===== src/rtl/serial_adder.sv =====
// Bit-serial adder: one gate-level full_adder cell walks over the operands
// LSB first, one bit pair per clock, with the carry held in a register
// between cycles. Operands arrive and the result leaves on valid/ready ports.

// One-bit full adder built from primitive gates.
module full_adder (
  input  logic i_a,
  input  logic i_b,
  input  logic i_c,
  output logic o_s,
  output logic o_c
);

  logic w_ab_x;

  assign w_ab_x = i_a ^ i_b;
  assign o_s    = w_ab_x ^ i_c;
  assign o_c    = (i_a & i_b) | (i_c & w_ab_x);

endmodule

// Handshake rules, both ports: a transfer happens on a rising edge where
// valid and ready are both high. in_ready is high in IDLE, and in DONE it
// follows out_ready, so a retiring result and a new operand pair can share
// one edge. out_valid is high only in DONE, and sum/cout hold still there
// until out_ready is seen. in_ready, out_valid and busy come from the state
// register (plus out_ready for in_ready), never from in_valid.
module serial_adder #(
  parameter int WIDTH = 8
) (
  input  logic             clk,
  input  logic             rst_n,
  input  logic             in_valid,
  output logic             in_ready,
  input  logic [WIDTH-1:0] a,
  input  logic [WIDTH-1:0] b,
  input  logic             cin,
  output logic             out_valid,
  input  logic             out_ready,
  output logic [WIDTH-1:0] sum,
  output logic             cout,
  output logic             busy,
  output logic [1:0]       o_dbg_state
);

  localparam int             CW   = $clog2(WIDTH + 1);
  localparam logic [CW-1:0]  LAST = CW'(WIDTH - 1);

  typedef enum logic [1:0] {
    S_IDLE = 2'd0,
    S_RUN  = 2'd1,
    S_DONE = 2'd2
  } state_t;

  state_t           r_state;
  state_t           w_next_state;
  logic [WIDTH-1:0] r_a_sh;
  logic [WIDTH-1:0] r_b_sh;
  logic [WIDTH-1:0] r_s_sh;
  logic             r_c_q;
  logic [CW-1:0]    r_cnt;
  logic             w_accept;
  logic             w_fa_s;
  logic             w_fa_c;
  logic [WIDTH-1:0] w_s_next;

  // The single bit slice: current LSBs plus the carry from the previous bit.
  full_adder u_fa (
    .i_a (r_a_sh[0]),
    .i_b (r_b_sh[0]),
    .i_c (r_c_q),
    .o_s (w_fa_s),
    .o_c (w_fa_c)
  );

  // New sum bit enters at the MSB; after WIDTH shifts bit 0 sits at bit 0.
  generate
    if (WIDTH == 1) begin : g_s_one
      assign w_s_next = w_fa_s;
    end else begin : g_s_many
      assign w_s_next = {w_fa_s, r_s_sh[WIDTH-1:1]};
    end
  endgenerate

  assign in_ready    = (r_state == S_IDLE) | ((r_state == S_DONE) & out_ready);
  assign out_valid   = (r_state == S_DONE);
  assign busy        = (r_state == S_RUN);
  assign w_accept    = in_valid & in_ready;
  assign sum         = r_s_sh;
  assign cout        = r_c_q;
  assign o_dbg_state = r_state;

  // State register.
  always_ff @(posedge clk or negedge rst_n) begin
    if (!rst_n) begin
      r_state <= S_IDLE;
    end else begin
      r_state <= w_next_state;
    end
  end

  // Next-state decode; RUN lasts exactly WIDTH edges counted by r_cnt.
  always_comb begin
    w_next_state = r_state;
    unique case (r_state)
      S_IDLE: if (in_valid) w_next_state = S_RUN;
      S_RUN:  if (r_cnt == LAST) w_next_state = S_DONE;
      S_DONE: begin
        if (out_ready) begin
          w_next_state = in_valid ? S_RUN : S_IDLE;
        end
      end
      default: w_next_state = S_IDLE;
    endcase
  end

  // Datapath: load on acceptance, shift one bit per RUN edge, hold otherwise.
  always_ff @(posedge clk or negedge rst_n) begin
    if (!rst_n) begin
      r_a_sh <= '0;
      r_b_sh <= '0;
      r_s_sh <= '0;
      r_c_q  <= 1'b0;
      r_cnt  <= '0;
    end else if (w_accept) begin
      r_a_sh <= a;
      r_b_sh <= b;
      r_c_q  <= cin;
      r_cnt  <= '0;
    end else if (r_state == S_RUN) begin
      r_a_sh <= r_a_sh >> 1;
      r_b_sh <= r_b_sh >> 1;
      r_s_sh <= w_s_next;
      r_c_q  <= w_fa_c;
      r_cnt  <= r_cnt + 1'b1;
    end
  end

endmodule


===== config.mk =====
export PLATFORM = sky130hd
export DESIGN_NAME = serial_adder
export DESIGN_NICKNAME = d
export VERILOG_FILES = /design/src/rtl/serial_adder.sv
export SDC_FILE = /design/constraint.sdc
export NUM_CORES = 1
export LEC_CHECK = 0
export CAP_MARGIN = 20
export CORE_UTILIZATION = 52
export CTS_CLUSTER_DIAMETER = 100
export DETAILED_ROUTE_END_ITERATION = 10
export PLACE_DENSITY = 0.95
export SLEW_MARGIN = 25
export SYNTH_ARGS = -nofsm -noshare
export SYNTH_HDL_FRONTEND = slang
export SYNTH_SLANG_ARGS = --single-unit

===== constraint.sdc =====
create_clock -name clk -period 2.85 [get_ports clk]
set_input_delay 0.57 -clock clk [delete_from_list [all_inputs] [get_ports clk]]
set_output_delay 0.57 -clock clk [all_outputs]
set_load 0.02 [all_outputs]

; Word level (Yosys, flattened, before mapping)
; Index checks and enable logic that the tools add are counted.
; W data, S select, Z words.
[word_totals]
regBits = 31
output_inout_bits = 14
input_bits = 21
[op_classes]
addsub = 1
muxes = 13
n_reduce_logical = 4
n_bitwise = 9
n_eq_ne = 6
[ops]
columns = operator, n
row1 = $mux W8, 4
row2 = $mux W4, 2
row3 = $mux W2, 3
row4 = $pmux W2 S3, 1
row5 = $add A4 B1 Y4 const B, 1
row6 = $and A1 B1 Y1, 4
row7 = $eq A4 B3 Y1 const B, 1
row8 = $ne A2 B1 Y1 const B, 2
row9 = $mux W1, 3
row10 = $reduce_and A3 Y1, 1
row11 = $eq A2 B1 Y1 const B, 1
row12 = $eq A2 B2 Y1 const B, 1
row13 = $logic_not A2 Y1, 1
row14 = $ne A2 B2 Y1 const B, 1
row15 = $or A1 B1 Y1, 2
row16 = $reduce_and A2 Y1, 1
row17 = $reduce_bool A2 Y1, 1
row18 = $xor A1 B1 Y1, 2
row19 = $not A1 Y1, 1

; Logic depth before layout (Yosys ltp)
[logic_depth]
depth_word = 6
mapped_depth = 5

; By module
; Synthesis repeated with hierarchy kept, for this count alone.
[unflattened]
cells_unflattened = 141
area_unflattened_um2 = 1411.4
[by_module_without_submodules]
columns = module, area_each_um2, instances, cells_per_inst
row1 = serial_adder, 1391.3, 1, 140
row2 = full_adder, 20.0, 1, 1

; Worst setup path before layout
; OpenSTA, ideal clock, no wires.
[synth_path]
path_type = register to output
startpoint = reg r_state[1], in the netlist o_dbg_state[1]
endpoint = out in_ready
slack_ps = 1201
t_arrival_ps = 1079
path_stages_with_launch = 3
path_buffers = 0
required_time_ps = 2280
cell_sequence = dfrtp_1 > and2b_2 > nor2_1
[synth_between]
elab_chain_len = 3
[synth_lines]
columns = element, line_no
row1 = "start, declared", 55  ; state_t r_state;
row2 = "start signal, assigned", 98  ; r_state <= w_next_state;
row3 = $eq A2 B2 Y1, 85  ; assign in_ready = (r_state == S_IDLE) | ((r_state == S_DONE) & out_ready);
row4 = $and A1 B1 Y1, 85
row5 = $or A1 B1 Y1 *, 85
row6 = "end, declared", 34  ; output logic in_ready,
; Mark *: on every way between the ends. The rest lies on a longest branch, timed or not.

; Worst setup path after layout
[layout_path]
startpoint = in out_ready
endpoint = out in_ready
[layout_between]
elab_chain_len = 2
[layout_lines]
columns = element, line_no
row1 = "start, declared", 39  ; input logic out_ready,
row2 = $and A1 B1 Y1, 85
row3 = $or A1 B1 Y1, 85
; Every way passes these cells.

==> metrics.md <==
| Metric | Value |
|---|---|
| WL/cell | 16.0 um |
| PD cells | 1090 nW/um^2 |
| Vias | 996 |
| Critical Path RT | 2280 ps |
| Hold Startpoint | r_cnt[3] |
| Max IR drop VDD | 0.999 mV |
| Cell Int Power | 0.00123 W |
| Slack of the worst reg-to-reg path | 1300 ps |
| Met2 wire length | 1440 um |
| Final-report setup violation count | 0 |
| Status | finished clean |
| Die X | 54.1 um |
| Vias in the first global route | 954 |
| Residual DRC count | 0 |
| Hold Path Class | flop to flop |
| Leakage Power | 0.799 nW |
| DR top layer | met4 |
| Share of post-route cells with drive strength above 1 | 11.6% |
| Net switching power | 0.000733 W |
| Clock transition at path regs | 80 ps |
| Grt ovf | 0 |
| Post-CTS Setup Bufs | 0 |
| Top FF cell, synth | dfrtp_1 |
| Pin count of the biggest net entering global routing | 32 |
| Synth top area share | 55.0% |
| Critical path type | input pin to output port |
| Mapped Area | 1410 um^2 |
| Reg2reg start | o_dbg_state[1] |
| Count of non-filler cells in the finished layout | 177 |
| DR vias/cell | 5.63 |
| Worst setup margin | 280 ps |
| Crit path launch type | input pin |
| Crit share post-route | 90.2% |
| Total GRT Usage | 22.7% |
| Cells after Synth | 108 |
| Top achievable clock speed | 0.389 GHz |
| Filler Cell Count | 181 |
| Final nets | 169 |
| Iteration-0 DRC Markers | 18 |
| H-tree depth | 2 |
| Worst r2r path cells | 4 |
| Core area | 2520 um^2 |
| Synthesis warning total | 0 |
| Core Util, Final | 71.3% |
| Clk pwr share | 12.2% |
| FF-to-FF End | r_a_sh[2] |
| Synthesis-stage register bit count | 31 |
| Tmin final | 2570 ps |
| DP Wirelength | 1930 um |
| Avg Cell Area, Syn | 13.1 um^2 |
| IO Pins | 35 |
| Met1 wire length | 1200 um |
| Longest Clk Path Bufs | 2 |
| Sequential fraction of the synthesis area | 55.0% |
| Initial antenna violation count | 0 |
| First-pass GRT wire length | 4420 um |
| Starting density of the core | 56.0% |
| Data arrival, critical path | 2000 ps |
| Max incr delay on CP | 600 ps |
| Syn Nets | 131 |
| Layout area overhead | 27.4% |
| Hold Path Cell Cnt | 1 |
| Antenna-violating nets left | 0 |
| Worst setup EP type | output port |
| Most frequent CP cell | clkdlybuf4s50_1 |
| Max FO, Critical Path | 4 |
| Hold-fix buffers, CTS | 0 |
| Sequential share of power | 40.2% |
| # clock sinks | 31 |
| Top cells by area, synth | dfrtp_1 (55%), a221o_1 (11%), and2_1 (4.9%) |
| CTS Buf Count | 5 |
| Async set-reset flop share out of synthesis | 100% |
| Top-count cell post-synth | dfrtp_1 |
| Slew Limit Headroom | 72.2% |
| Cell family with most CP delay | buffers and inverters |
| Post-synth top cells | dfrtp_1 (31), a221o_1 (15), and2_1 (11), buf_6 (5), nor2_1 (5) |
| Routability cong. | 0.766 |
| CTS tree | built |
| Rows | 18 |
| Tightest Pin Transition | 416 ps |
| Placed cell area | 1750 um^2 |
| Die Ht | 54.1 um |
| Routed wl met3 | 171 um |
| Die Area | 2930 um^2 |
| Diode count | 0 |
| First drt pass iteration count | 4 |
| Synth cell types | 31 |
| RSZ-0062 raised after global routing | no |
| Root cell of the clock tree | clkbuf_4 |
| Hold endpoint | r_cnt[3] |
| Post-synth top area cell | dfrtp_1 |
| Crit path buf inv count | 2 |
| Final setup TNS | 0 ps |
| # port buffers | 34 |
| Later-pin clock latency in the skew report | 330 ps |
| Pre-CTS WS | 288 ps |
| Number of synthesized flops with an enable pin | 0 |
| Crit-path cells | clkdlybuf4s50_1 -> and2b_2 -> nor2_1 -> clkdlybuf4s50_1 |
| Final Hold Vio Count | 0 |
| Highest-delay cell along the critical path | clkdlybuf4s50_1 |
| Sw frac | 37.3% |
| Number of max-cap violations | 0 |
| Logic pwr share | 47.6% |
| Final Routed Wirelength | 2830 um |
| Design Area, Final | 1800 um^2 |
| Clock Skews | 8.27 ps |
| Dpl cells | 169 |
| Max Slew Vio Count | 0 |
| Post-cts resize count | 0 |
layer usage:
layer / global-route usage, % / up-vias
li1: - / 468
met1: 28.5 / 495
met2: 35.2 / 29
met3: 9.60 / 4
met4: 7.69 / 0
met5: 0 / -
flip-flops by register name (all words and copies together), names as in the netlist:
| name | count |
|---|---|
| sum | 8 |
| r_b_sh | 8 |
| r_cnt | 4 |
| o_dbg_state | 2 |
| r_a_sh | 8 |
| cout | 1 |
power by group through the flow:
stage / Sequential, W / Clock [W] / Combinational, W
final: 0.000791 / 0.000239 / 0.000937
after global routing: 0.000814 / 0.000270 / 0.00102
after CTS: 0.000790 / 0.000249 / 0.000946
after detailed placement: 0.000797 / 0 / 0.000939
after global placement: 0.000780 / 0 / 0.000900
after floorplan: 0.000851 / 0 / 0.000592
placed cells by master, fill, tap and decap left out, types with 3 or more instances in the layout:
cell and count:
mux2_2 4, clkbuf_4 5, nor2_1 5, and2_1 11, mux2_1 4, inv_1 4, dfrtp_1 31, a221o_1 15
clkdlybuf4s50_1 34, buf_4 3
logic make-up after synthesis:
logic type	Yosys count	synth area share, %
DFF	31	55.0
xor gates and xnor gates	2	1.24
AOI/OAI and AO/OA	21	14.4
and+or+nand+nor	32	13.7
adders and majority gates	2	2.30
buffers and inverters	10	5.58
muxes	10	7.80
final cells by class:
class	count	area [um^2]	area share [%]
clock buffers	7	45.0	2.51
clock inverters	1	5.00	0.278
inverters	4	15.0	0.835
multi-input cells	67	557	31.0
flip-flops and latches	31	776	43.1
well taps	30	37.5	2.09
repair buffers	37	363	20.2
worst max path at each step:
stage / startpoint / slack, ps / endpoint / depth (start not counted)
after floorplan: out_ready / 1200 / in_ready / 2
after global placement: out_ready / 300 / in_ready / 4
after detailed placement: out_ready / 290 / in_ready / 4
after CTS: out_ready / 280 / in_ready / 4
after global routing: out_ready / 240 / in_ready / 4
final: out_ready / 280 / in_ready / 4
stage by stage:
stage / total power [W] / hold WS [ps]
global route: 0.00211 / 526
floorplan: 0.00144 / 274
global placement: 0.00168 / 468
CTS: 0.00199 / 502
detailed placement: 0.00174 / 486
finish: 0.00197 / 498
Power figures use the tool's default switching activity.
